<file path="src/rtl/letter_catcher.sv">
// Falling-letter table: spawns descriptors into free slots, moves them on frame ticks,
// clears them on matching keys (hit) or at the bottom line (miss), and keeps the score.
module letter_catcher #(
  parameter int          N_SLOTS    = 8,
  parameter int          IDX_W      = 3,
  parameter logic [8:0]  X_LIMIT    = 9'd470,
  parameter logic [15:0] MISS_LIMIT = 16'd10
) (
  input  logic               clk,
  input  logic               rst,
  input  logic               spawn_valid,
  input  logic [7:0]         spawn_ch,
  input  logic [2:0]         spawn_speed,
  input  logic [8:0]         spawn_x,
  input  logic [9:0]         spawn_y,
  output logic               spawn_ready,
  input  logic               frame_tick,
  input  logic               key_valid,
  input  logic [7:0]         key_code,
  input  logic [IDX_W-1:0]   rd_idx,
  output logic               rd_active,
  output logic [7:0]         rd_ch,
  output logic [8:0]         rd_x,
  output logic [9:0]         rd_y,
  output logic [N_SLOTS-1:0] active_mask,
  output logic               hit_pulse,
  output logic [15:0]        score,
  output logic [15:0]        miss,
  output logic [15:0]        wrong,
  output logic               game_over
);

  typedef enum logic {RUN, OVER} state_t;

  localparam logic [9:0] LIMIT_W = {1'b0, X_LIMIT};

  state_t state, state_next;

  logic [N_SLOTS-1:0] active;
  logic [7:0]         slot_ch    [N_SLOTS];
  logic [2:0]         slot_speed [N_SLOTS];
  logic [8:0]         slot_x     [N_SLOTS];
  logic [9:0]         slot_y     [N_SLOTS];

  logic               running, do_spawn, do_key, do_tick, hit_found, do_hit, do_wrong;
  logic [7:0]         key_folded;
  logic [N_SLOTS-1:0] spawn_vec, hit_vec, clear_vec, move_vec;
  logic [9:0]         sum [N_SLOTS];
  logic [IDX_W:0]     n_miss;
  logic [16:0]        miss_sum;
  logic [15:0]        miss_next, score_next, wrong_next;

  always_ff @(posedge clk or posedge rst) begin
    if (rst) state <= RUN;
    else     state <= state_next;
  end

  always_comb begin
    state_next = state;
    if (state == RUN && miss_next >= MISS_LIMIT) state_next = OVER;
  end

  always_comb begin
    spawn_ready = (state == RUN) && (active != '1);
    game_over   = (state == OVER);
  end

  // Keys are matched against the pre-tick table, so a hit slot never also counts as a miss.
  always_comb begin
    running    = (state == RUN);
    do_spawn   = spawn_valid && spawn_ready;
    do_key     = running && key_valid;
    do_tick    = running && frame_tick;
    key_folded = (key_code >= 8'h61 && key_code <= 8'h7A) ? key_code - 8'd32 : key_code;
    spawn_vec  = '0;
    hit_vec    = '0;
    hit_found  = 1'b0;
    for (int i = N_SLOTS - 1; i >= 0; i--) begin
      if (!active[i]) begin
        spawn_vec    = '0;
        spawn_vec[i] = 1'b1;
      end
      if (active[i] && slot_ch[i] == key_folded) begin
        hit_vec    = '0;
        hit_vec[i] = 1'b1;
        hit_found  = 1'b1;
      end
    end
    spawn_vec = do_spawn ? spawn_vec : '0;
    do_hit    = do_key && hit_found;
    do_wrong  = do_key && !hit_found;
    hit_vec   = do_hit ? hit_vec : '0;
    n_miss    = '0;
    for (int i = 0; i < N_SLOTS; i++) begin
      sum[i]       = {1'b0, slot_x[i]} + {7'd0, slot_speed[i]};
      clear_vec[i] = hit_vec[i];
      move_vec[i]  = 1'b0;
      if (do_tick && active[i] && !hit_vec[i]) begin
        if (sum[i] >= LIMIT_W) begin
          clear_vec[i] = 1'b1;
          n_miss       = n_miss + {{IDX_W{1'b0}}, 1'b1};
        end else begin
          move_vec[i] = 1'b1;
        end
      end
    end
    miss_sum   = {1'b0, miss} + {{(16 - IDX_W){1'b0}}, n_miss};
    miss_next  = miss_sum[16] ? 16'hFFFF : miss_sum[15:0];
    score_next = (do_hit && score != 16'hFFFF) ? score + 16'd1 : score;
    wrong_next = (do_wrong && wrong != 16'hFFFF) ? wrong + 16'd1 : wrong;
  end

  always_ff @(posedge clk or posedge rst) begin
    if (rst) begin
      active <= '0;
      for (int i = 0; i < N_SLOTS; i++) begin
        slot_ch[i]    <= '0;
        slot_speed[i] <= '0;
        slot_x[i]     <= '0;
        slot_y[i]     <= '0;
      end
    end else begin
      for (int i = 0; i < N_SLOTS; i++) begin
        if (spawn_vec[i]) begin
          active[i]     <= 1'b1;
          slot_ch[i]    <= spawn_ch;
          slot_speed[i] <= spawn_speed;
          slot_x[i]     <= spawn_x;
          slot_y[i]     <= spawn_y;
        end else begin
          if (clear_vec[i]) active[i] <= 1'b0;
          if (move_vec[i])  slot_x[i] <= sum[i][8:0];
        end
      end
    end
  end

  always_ff @(posedge clk or posedge rst) begin
    if (rst) begin
      score     <= '0;
      miss      <= '0;
      wrong     <= '0;
      hit_pulse <= 1'b0;
    end else begin
      score     <= score_next;
      miss      <= miss_next;
      wrong     <= wrong_next;
      hit_pulse <= do_hit;
    end
  end

  // Inactive slots read back as all zero regardless of stale field contents.
  always_ff @(posedge clk or posedge rst) begin
    if (rst) begin
      rd_active <= 1'b0;
      rd_ch     <= '0;
      rd_x      <= '0;
      rd_y      <= '0;
    end else if (active[rd_idx]) begin
      rd_active <= 1'b1;
      rd_ch     <= slot_ch[rd_idx];
      rd_x      <= slot_x[rd_idx];
      rd_y      <= slot_y[rd_idx];
    end else begin
      rd_active <= 1'b0;
      rd_ch     <= '0;
      rd_x      <= '0;
      rd_y      <= '0;
    end
  end

  assign active_mask = active;

endmodule

</file>
<file path="config.mk">
export PLATFORM = sky130hd
export DESIGN_NAME = letter_catcher
export DESIGN_NICKNAME = d
export VERILOG_FILES = /design/src/rtl/letter_catcher.sv
export SDC_FILE = /design/constraint.sdc
export NUM_CORES = 1
export LEC_CHECK = 0
export CORE_ASPECT_RATIO = 0.7
export CORE_MARGIN = 2
export CORE_UTILIZATION = 52
export DETAILED_ROUTE_END_ITERATION = 10
export PLACE_DENSITY = 0.69
export SYNTH_ARGS = -nofsm -noshare
export SYNTH_HDL_FRONTEND = slang
export SYNTH_SLANG_ARGS = --single-unit
</file>
<file path="constraint.sdc">
create_clock -name clk -period 32.5 [get_ports clk]
set_clock_uncertainty 0.2 [all_clocks]
set_input_delay 3.25 -clock clk [delete_from_list [all_inputs] [get_ports clk]]
set_output_delay 3.25 -clock clk [all_outputs]
set_load 0.03 [all_outputs]
</file>
; Yosys cells after proc, flatten, opt, wreduce, memory -nomap -nowiden
; Cells that the tools add are included.
[op_classes]
n_addsub = 19
n_lt_le_gt_ge = 13
n_eq_ne = 11
n_mux = 123
bitwise = 2
reduce_logical = 59
[op_table]
columns = cell, n
row1 = $mux W8, 22
row2 = $mux W9, 19
row3 = $add A9 B3 Y10, 8
row4 = $ge A10 B9 Y1 const B, 8
row5 = $eq A8 B8 Y1, 8
row6 = $mux W1, 60
row7 = $mux W4, 14
row8 = $logic_and A1 B1 Y1, 34
row9 = $add A16 B1 Y16 const B, 2
row10 = $ne A16 B16 Y1 const B, 2
row11 = $reduce_bool A2 Y1, 16
row12 = $bmux W10 S3, 1
row13 = $mux W10, 3
row14 = $add A4 B1 Y4 const B, 7
row15 = $bmux W9 S3, 1
row16 = $bmux W8 S3, 1
row17 = $add A16 B4 Y17, 1
row18 = $ge A16 B4 Y1 const B, 1
row19 = $mux W16, 1
row20 = $logic_not A1 Y1, 9
row21 = $ge A8 B7 Y1 const B, 1
row22 = $le A8 B7 Y1 const B, 1
row23 = $ne A8 B8 Y1 const B, 1
row24 = $sub A8 B6 Y8 const B, 1
row25 = 5 further kinds, 5
[word_totals]
ff_bits = 326
inputBits = 46
out_inout_bits = 87
word_cells = 276

; Longest topological paths before layout
; Gate-level depths: netlist of run 1.
[logic_depth]
ltp_word = 43
depth_mapped = 42
ltp_nobuf = 40

; Least setup slack after synthesis of run 1
; OpenSTA, ideal clock, no wires.
[synth_path]
kind = in2reg
start = input port key_code[5]
end = register state, in the netlist game_over
setup_ns = 0.131
t_arrival_ns = 10.282
required_ns = 32.169
path_slack_ns = 21.887
cell_stages = 40
n_path_buf = 3
path_cell_list = buf_2 inv_1 ha_1 nand3b_1 a221o_1 a21oi_1 o211ai_2 o2111ai_1 nor2_1 ha_1 and3_1 or2_1 buf_4 ha_1 inv_1 mux2i_1 a221oi_1 o211ai_1 (+4 left out) ha_1 mux2_2 ha_1 nand2_1 xnor2_1 xnor2_1 ha_1 nor2b_1 o21a_1 nor2_1 nor2_1 and2_1 nand2b_1 clkbuf_1 o21ai_0 o21a_1 nor3_1 nand3_1
[synth_between]
elab_chain_cells = 43
word_cells_on_any_way = 81
classes_between = 9 x add/sub / 3 x order compare / 8 x eq/ne / 34 x mux / 27 x reduce/logical
[synth_rtl]
columns = element, line
row1 = "start, declared", 19  ; input logic [7:0] key_code,
row2 = $ge A8 B7 Y1 / $le A8 B7 Y1 (equally long branches), 74  ; key_folded = (key_code >= 8'h61 && key_code <= 8'h7A) ? key_code - 8'd32 : key_code;
row3 = $logic_and A1 B1 Y1, 74
row4 = $mux W8 (*), 74
row5 = $eq A8 B8 Y1, 83  ; if (active[i] && slot_ch[i] == key_folded) begin
row6 = $logic_and A1 B1 Y1, 83
row7 = $mux W1 (8 in series), 83
row8 = $logic_and A1 B1 Y1, 90  ; do_hit = do_key && hit_found;
row9 = $mux W8 (*), 92  ; hit_vec = do_hit ? hit_vec : '0;
row10 = (+21 left out), n/a
row11 = $add A4 B1 Y4, 101  ; n_miss = n_miss + {{IDX_W{1'b0}}, 1'b1};
row12 = $mux W4, 99  ; if (sum[i] >= LIMIT_W) begin
row13 = $mux W4 (*), 98  ; if (do_tick && active[i] && !hit_vec[i]) begin
row14 = $add A16 B4 Y17 (*), 107  ; miss_sum = {1'b0, miss} + {{(16 - IDX_W){1'b0}}, n_miss};
row15 = $mux W16 (*), 108  ; miss_next = miss_sum[16] ? 16'hFFFF : miss_sum[15:0];
row16 = via miss_next[3], 51  ; logic [15:0] miss_next, score_next, wrong_next;
row17 = $ge A16 B4 Y1 (*), 60  ; if (state == RUN && miss_next >= MISS_LIMIT) state_next = OVER;
row18 = $logic_and A1 B1 Y1 (*), 60
row19 = "end signal, assigned", 55  ; else state <= state_next;
row20 = "end, declared", 37  ; state_t state, state_next;
; Mark *: on every way through the listed nets, which the timed path passes. The rest lies on a longest branch.
; A chain may end at the register's enable or synchronous reset.

; Final worst setup path of run 1
[layout_path]
start = input port key_code[6]
end = register state, in the netlist game_over
; Same word-level chain as after synthesis.

==> results of run 1 <==
==> worst max-delay path: cells and delay by family <==
family                     cells  cell delay, ns
AOI/OAI and AO/OA              7            1.82
xor gates and xnor gates       3            0.45
adders and majority gates      7            2.16
buffers and inverters          3            1.14
muxes                          2            0.38
and+or+nand+nor               16            3.16
==> where the power goes <==
group	switching (mW)	total, mW	internal, mW
registers	0.186	0.766	0.581
logic	0.411	0.801	0.390
clock network	0.169	0.428	0.259
total	0.766	2.00	1.23
==> registers in the layout (all words and copies together) (netlist names) <==
signal and count:
wrong 16, slot_x 72, slot_speed 24, miss 16
slot_ch 64, rd_y 10, slot_y 80, rd_x 9
rd_ch 8, game_over 1, score 16, rd_active 1
hit_pulse 1, active_mask 8
==> cells by family after synthesis <==
logic type                 count (synthesis)  synth area share
buffers and inverters                    133            0.0283
DFF                                      326             0.437
xor gates and xnor gates                 138            0.0670
muxes                                    278             0.198
adders and majority gates                 52            0.0377
AOI/OAI and AO/OA                        282             0.105
and+or+nand+nor                          480             0.127
==> per-layer routing <==
layer	wire, µm	vias up	track usage	part of all wire
met4	1070	2	0.0680	0.021
met2	21900	497	0.402	0.44
met3	3800	77	0.0599	0.076
li1	-	6348	-	-
met1	23400	7041	0.402	0.47
met5	13	-	0	0.00026
==> placed cells by master (no fill, tap or decap), types with 10 or more instances in the layout <==
master / n
nand2b_1: 20
and2_1: 11
a21o_1: 14
nand3b_1: 10
dfrtp_1: 326
nor2b_1: 14
nor2_1: 108
xnor2_1: 66
inv_1: 42
a221o_1: 18
buf_4: 18
o21ai_0: 93
and3_1: 18
mux2_2: 171
nand4_1: 23
clkbuf_16: 37
a21oi_1: 51
nand2_1: 138
nor4_1: 14
mux4_2: 56
xor2_1: 69
ha_1: 37
nand3_1: 51
clkdlybuf4s50_1: 129
mux2i_1: 50
nor3_1: 31
==> cell usage after synthesis (8+ instances only) <==
library cell	n
xor2_1	69
o21ai_0	93
a221o_1	18
nor2_1	111
clkbuf_1	62
nor4_1	14
nand3b_1	10
and3_1	18
xnor2_1	66
o22ai_1	9
mux2i_1	51
buf_1	19
nand2b_1	20
inv_1	43
dfrtp_1	326
nand3_1	51
a21oi_1	51
a221oi_1	9
mux4_2	56
ha_1	37
nor3_1	34
fa_1	9
nor2b_1	14
and2_1	11
mux2_2	171
a31oi_1	8
nand2_1	138
nand4_1	23
a21o_1	14
==> metrics by stage <==
stage | cells | power, mW
floorplan | 1689 | 1.30
global placement | 2229 | 1.53
detailed placement | 2229 | 1.56
CTS | 2291 | 2.00
global route | 2292 | 2.11
finish | 2293 | 2.00
==> worst max-delay path by stage <==
stage                                 to  slack [ns]  cells past startpoint
after global placement         game_over       20.11                     37
after CTS                      game_over       20.42                     38
after global routing           game_over       19.64                     38
after detailed placement       game_over       19.88                     37
after floorplan           active_mask[0]       20.02                      1
final                          game_over       20.33                     38
==> area by class of cell <==
class                      count  area share
sequential                   326       0.377
timing repair buffer         149      0.0664
antenna                        2    0.000231
multi-input combinational   1230       0.464
inverter                      44     0.00798
tap                          480      0.0278
clock buffer                  50      0.0487
clock inverter                12     0.00798
==> flow_summary.yaml, run 1 <==
grt:
  grt_first_pass_wirelength_um: 78700
  grt_pass1_vias: 13800
  antenna_found_initial: 3
  grt_overflow: 0
  grt_use_total: 0.270
  grt_max_degree: 116
setup_path:
  crit_type: "primary input to flop"
  required_ns: 32.70
  arrival_ns: 12.36
  r2r_start: "slot_x[63]"
  timing.rr.end: "game_over"
  cp_common_cell: "ha_1"
  ff2ff_setup_slack_ns: 23.39
  worstSetupEndpointType: "flop"
  r2r_cells: 37
  cp_max_fo: 13
  start_kind: "primary input"
  cpMaxStageDelayCell: "clkdlybuf4s50_1"
  cpPeakStageDelay_ns: 0.75
  startpoint: "key_code[6]"
floorplanning:
  coreArea_mm2: 0.0356
  pin_count: 133
  initial_core_util: 0.524
  num_rows: 58
  die_y_um: 162
  dieArea_mm2: 0.0374
  die_width_um: 230
layout:
  final_nets: 1878
  final_core_utilization: 0.607
  design_area_mm2: 0.0216
  syn_to_final_growth_pct: 16.0
  drive_above_1_share: 0.193
  multi_input_area_mm2: 0.0100
  fillCellCount: 2846
  seq_area_mm2: 0.00816
cts:
  cts_buffer_depth: 3
  cts.sinks: 326
  insertion_delay_ns: 0.53
  root_buffer: "clkbuf_16"
  postCtsResizedCells: 0
  path_clk_slew_ns: 0.06
  cts_setup_buffers: 0
  cts_inserted_buffers: 35
  cts_tree: "done"
  h-tree-depth: 2
  ctsHoldBuffers: 0
worst_hold_path:
  timing.hold.worst.class: "flop to flop"
  hold_end: "wrong[10]"
  whs_path_depth: 1
  min-delay-start: "wrong[10]"
timing:
  setup_viol: 0
  fin_setup_tns_ns: 0
  tightestPinTransition_ns: 1.01
  max_freq_ghz: 0.0822
  maxSlewViolCount: 0
  holdWs_ns: 0.289
  post-route-min-period_ns: 12.17
  final.period_utilization: 0.374
  hold_violations: 0
  setup_ws_ns: 20.33
  rsz0062_at_grt: "no"
  worst_slew_margin_rel: 0.322
place:
  io_buffers: 132
  dpl-instance-area_mm2: 0.0204
  place_congestion: 0.916
  pre_cts_slack_ns: 19.88
  dp.final_hpwl_um: 35100
synth:
  synthTopCellsByArea: "dfrtp_1 44%, mux2_2 10%, mux4_2 6.8%"
  synth_edf_count: 0
  synthArstFlopShare: 1.00
  syn_area_mm2: 0.0187
  syn_area_per_cell_um2: 11.0
  seq_area_frac_synth: 0.437
  yosysTopAreaCell: "dfrtp_1"
  yosysTopAreaCellShare: 0.437
  yosysWarnings: 0
  synth_cell_types: 87
  synth-seq-cells: 326
  synthCells: 1689
  synth_flop_cell: "dfrtp_1"
  synth_nets: 1781
power_and_ir_drop:
  leakagePower_nw: 9.14
  power.density_mw_per_mm2: 92.2
  ir_drop_v: 0.0000587
detailed_routing:
  drt-total-wl_um: 50200
  drtIter0Drc: 1271
  ant_nets: 0
  drc: 2
  routedWlPerCell_um: 21.9
  dr.pass1.iters: 9
  routed-via-count: 14000
  avgViaCountPerCell: 6.09
outcome:
  violations: "design-rule violations"
  status: "finished, violations left"
run:
  cap_violations: 0
No activity file was read; power rests on OpenSTA's default activity.
==> run 2: changes to the inputs <==
Clock period 32.5 ns to 11.35 ns, I/O delays scaled along.
==> run 2 against run 1 <==
  * The flow now finishes without violations
  * First-iteration DRC count rose by 0.47%
  * Final area fell by 0.32%
  * Clock-buffer cell count fell by 4
  * Routed wire length fell by 0.27%
  * Sequential power rose to 2.9 times the previous value
  * Register-to-register slack got worse by 21 ns
  * Clock power rose to 2.7 times the previous value
  * Via count barely moved
  * Worst setup slack got worse by 19 ns
  * Cell count did not move
==> flow_summary.yaml, run 2 (synthesized netlist as in run 1, its figures left out) <==
floorplanning:
  initial_core_util: 0.524
  die_y_um: 162
  dieArea_mm2: 0.0374
  coreArea_mm2: 0.0356
  num_rows: 58
  pin_count: 133
  die_width_um: 230
setup_path:
  ff2ff_setup_slack_ns: 2.18
  crit_type: "primary input to flop"
  timing.rr.end: "game_over"
  cpPeakStageDelay_ns: 0.80
  cp_max_fo: 13
  arrival_ns: 10.44
  r2r_start: "slot_x[63]"
  worstSetupEndpointType: "flop"
  r2r_cells: 37
  cp_common_cell: "ha_1"
  start_kind: "primary input"
  required_ns: 11.55
  cpMaxStageDelayCell: "clkdlybuf4s50_1"
timing:
  hold_violations: 0
  setup_viol: 0
  maxSlewViolCount: 0
  worst_slew_margin_rel: 0.311
  fin_setup_tns_ns: 0
  rsz0062_at_grt: "no"
  tightestPinTransition_ns: 1.03
  max_freq_ghz: 0.0977
  post-route-min-period_ns: 10.23
  final.period_utilization: 0.901
worst_hold_path:
  hold_end: "score[10]"
  timing.hold.worst.class: "flop to flop"
  whs_path_depth: 1
  min-delay-start: "score[10]"
cts:
  cts_tree: "done"
  insertion_delay_ns: 0.54
  cts.sinks: 326
  root_buffer: "clkbuf_16"
  cts_setup_buffers: 0
  cts_inserted_buffers: 35
  h-tree-depth: 2
  ctsHoldBuffers: 0
  postCtsResizedCells: 0
  path_clk_slew_ns: 0.06
  cts_buffer_depth: 3
grt:
  grt_max_degree: 122
  grt_most_used_layer: "met1"
  grt_overflow: 0
  grt_first_pass_wirelength_um: 79800
  grt.met1_usage: 0.417
  grt_use_total: 0.273
  grt_util_met2: 0.403
  grt_pass1_vias: 13800
  antenna_found_initial: 3
  met3_usage: 0.0487
place:
  dp.final_hpwl_um: 35100
  place_congestion: 0.905
  io_buffers: 132
power_and_ir_drop:
  ir_drop_v: 0.000163
  leakagePower_nw: 9.11
  power.density_mw_per_mm2: 262
detailed_routing:
  avgViaCountPerCell: 6.09
  drc: 0
  drtIter0Drc: 1277
  ant_nets: 0
  drt-total-wl_um: 50000
  routed-via-count: 14000
  dr.pass1.iters: 5
  routedWlPerCell_um: 21.8
layout:
  syn_to_final_growth_pct: 15.6
  final_nets: 1877
  final_cell_mix: "326 x dfrtp_1, 171 x mux2_2, 138 x nand2_1"
  largest_registers: "slot_y x80, slot_x x72, slot_ch x64"
  final_core_utilization: 0.605
  final_common_cell: "dfrtp_1"
  largest_reg_flops: 80
  drive_above_1_share: 0.193
  regMostFlops: "slot_y"
  fillCellCount: 2944
outcome:
  status: "finished, final reports clean"
run:
  cap_violations: 0
## run 2: cell types whose count changed in the layout (fill, tap and decap cells not counted), sizes merged
cell and delta:
buf -1, clkbuf -4, diode +1, clkinvlp +2, clkinv +4, bufinv -2
## run 2: layer usage
| metal | up-vias | share of wire |
|---|---|---|
| met1 | 7061 | 0.48 |
| met5 | - | 0 |
| met4 | 0 | 0.020 |
| met2 | 479 | 0.43 |
| li1 | 6339 | - |
| met3 | 75 | 0.069 |
## run 2: how the worst max path moves through the flow
stage / startpoint / slack, ns / endpoint
finish: key_code[6] / 1.12 / game_over
CTS: key_code[6] / 1.28 / game_over
detailed placement: key_code[6] / 0.82 / game_over
global placement: key_code[6] / 1.08 / game_over
floorplan: rst / 0.99 / active_mask[0]
global route: key_code[6] / 0.44 / game_over
## run 2: where the power goes
group          switching [mW]  internal (mW)  leakage, nW
Sequential              0.526           1.66         4.04
Clock                   0.492          0.675        0.569
Combinational            1.18           1.12         4.50
## run 2: worst max-delay path, delay by kind of cell
kind | cells | cell delay [ns]
AND/OR/NAND/NOR | 16 | 3.17
adder cells (fa/ha/maj) | 7 | 2.19
AO/OA/AOI/OAI | 7 | 1.89
buffers and inverters | 3 | 1.21
XOR/XNOR | 3 | 0.43
multiplexers | 2 | 0.39
## run 2: metrics by stage
step	hold slack, ns	setup WS [ns]	cell area [µm²]	power [mW]	std cells
after CTS	0.298	1.28	21600	5.65	2290
after global routing	0.311	0.439	21600	6.02	2292
final	0.292	1.12	21600	5.66	2293
after global placement	0.279	1.08	20400	4.37	2228
after detailed placement	0.290	0.819	20400	4.47	2228
after floorplan	0.268	0.989	18700	3.73	1689
## run 2: final cells by class
class                   count  area [µm²]  share of cell area
diodes                      3        7.51            0.000348
clock buffers              46        1010              0.0468
clock inverters            16         155             0.00719
inverters                  44         173             0.00801
multi-input cells        1230       10000               0.465
flip-flops and latches    326        8160               0.378
well taps                 480         601              0.0278
repair buffers            148        1430              0.0662
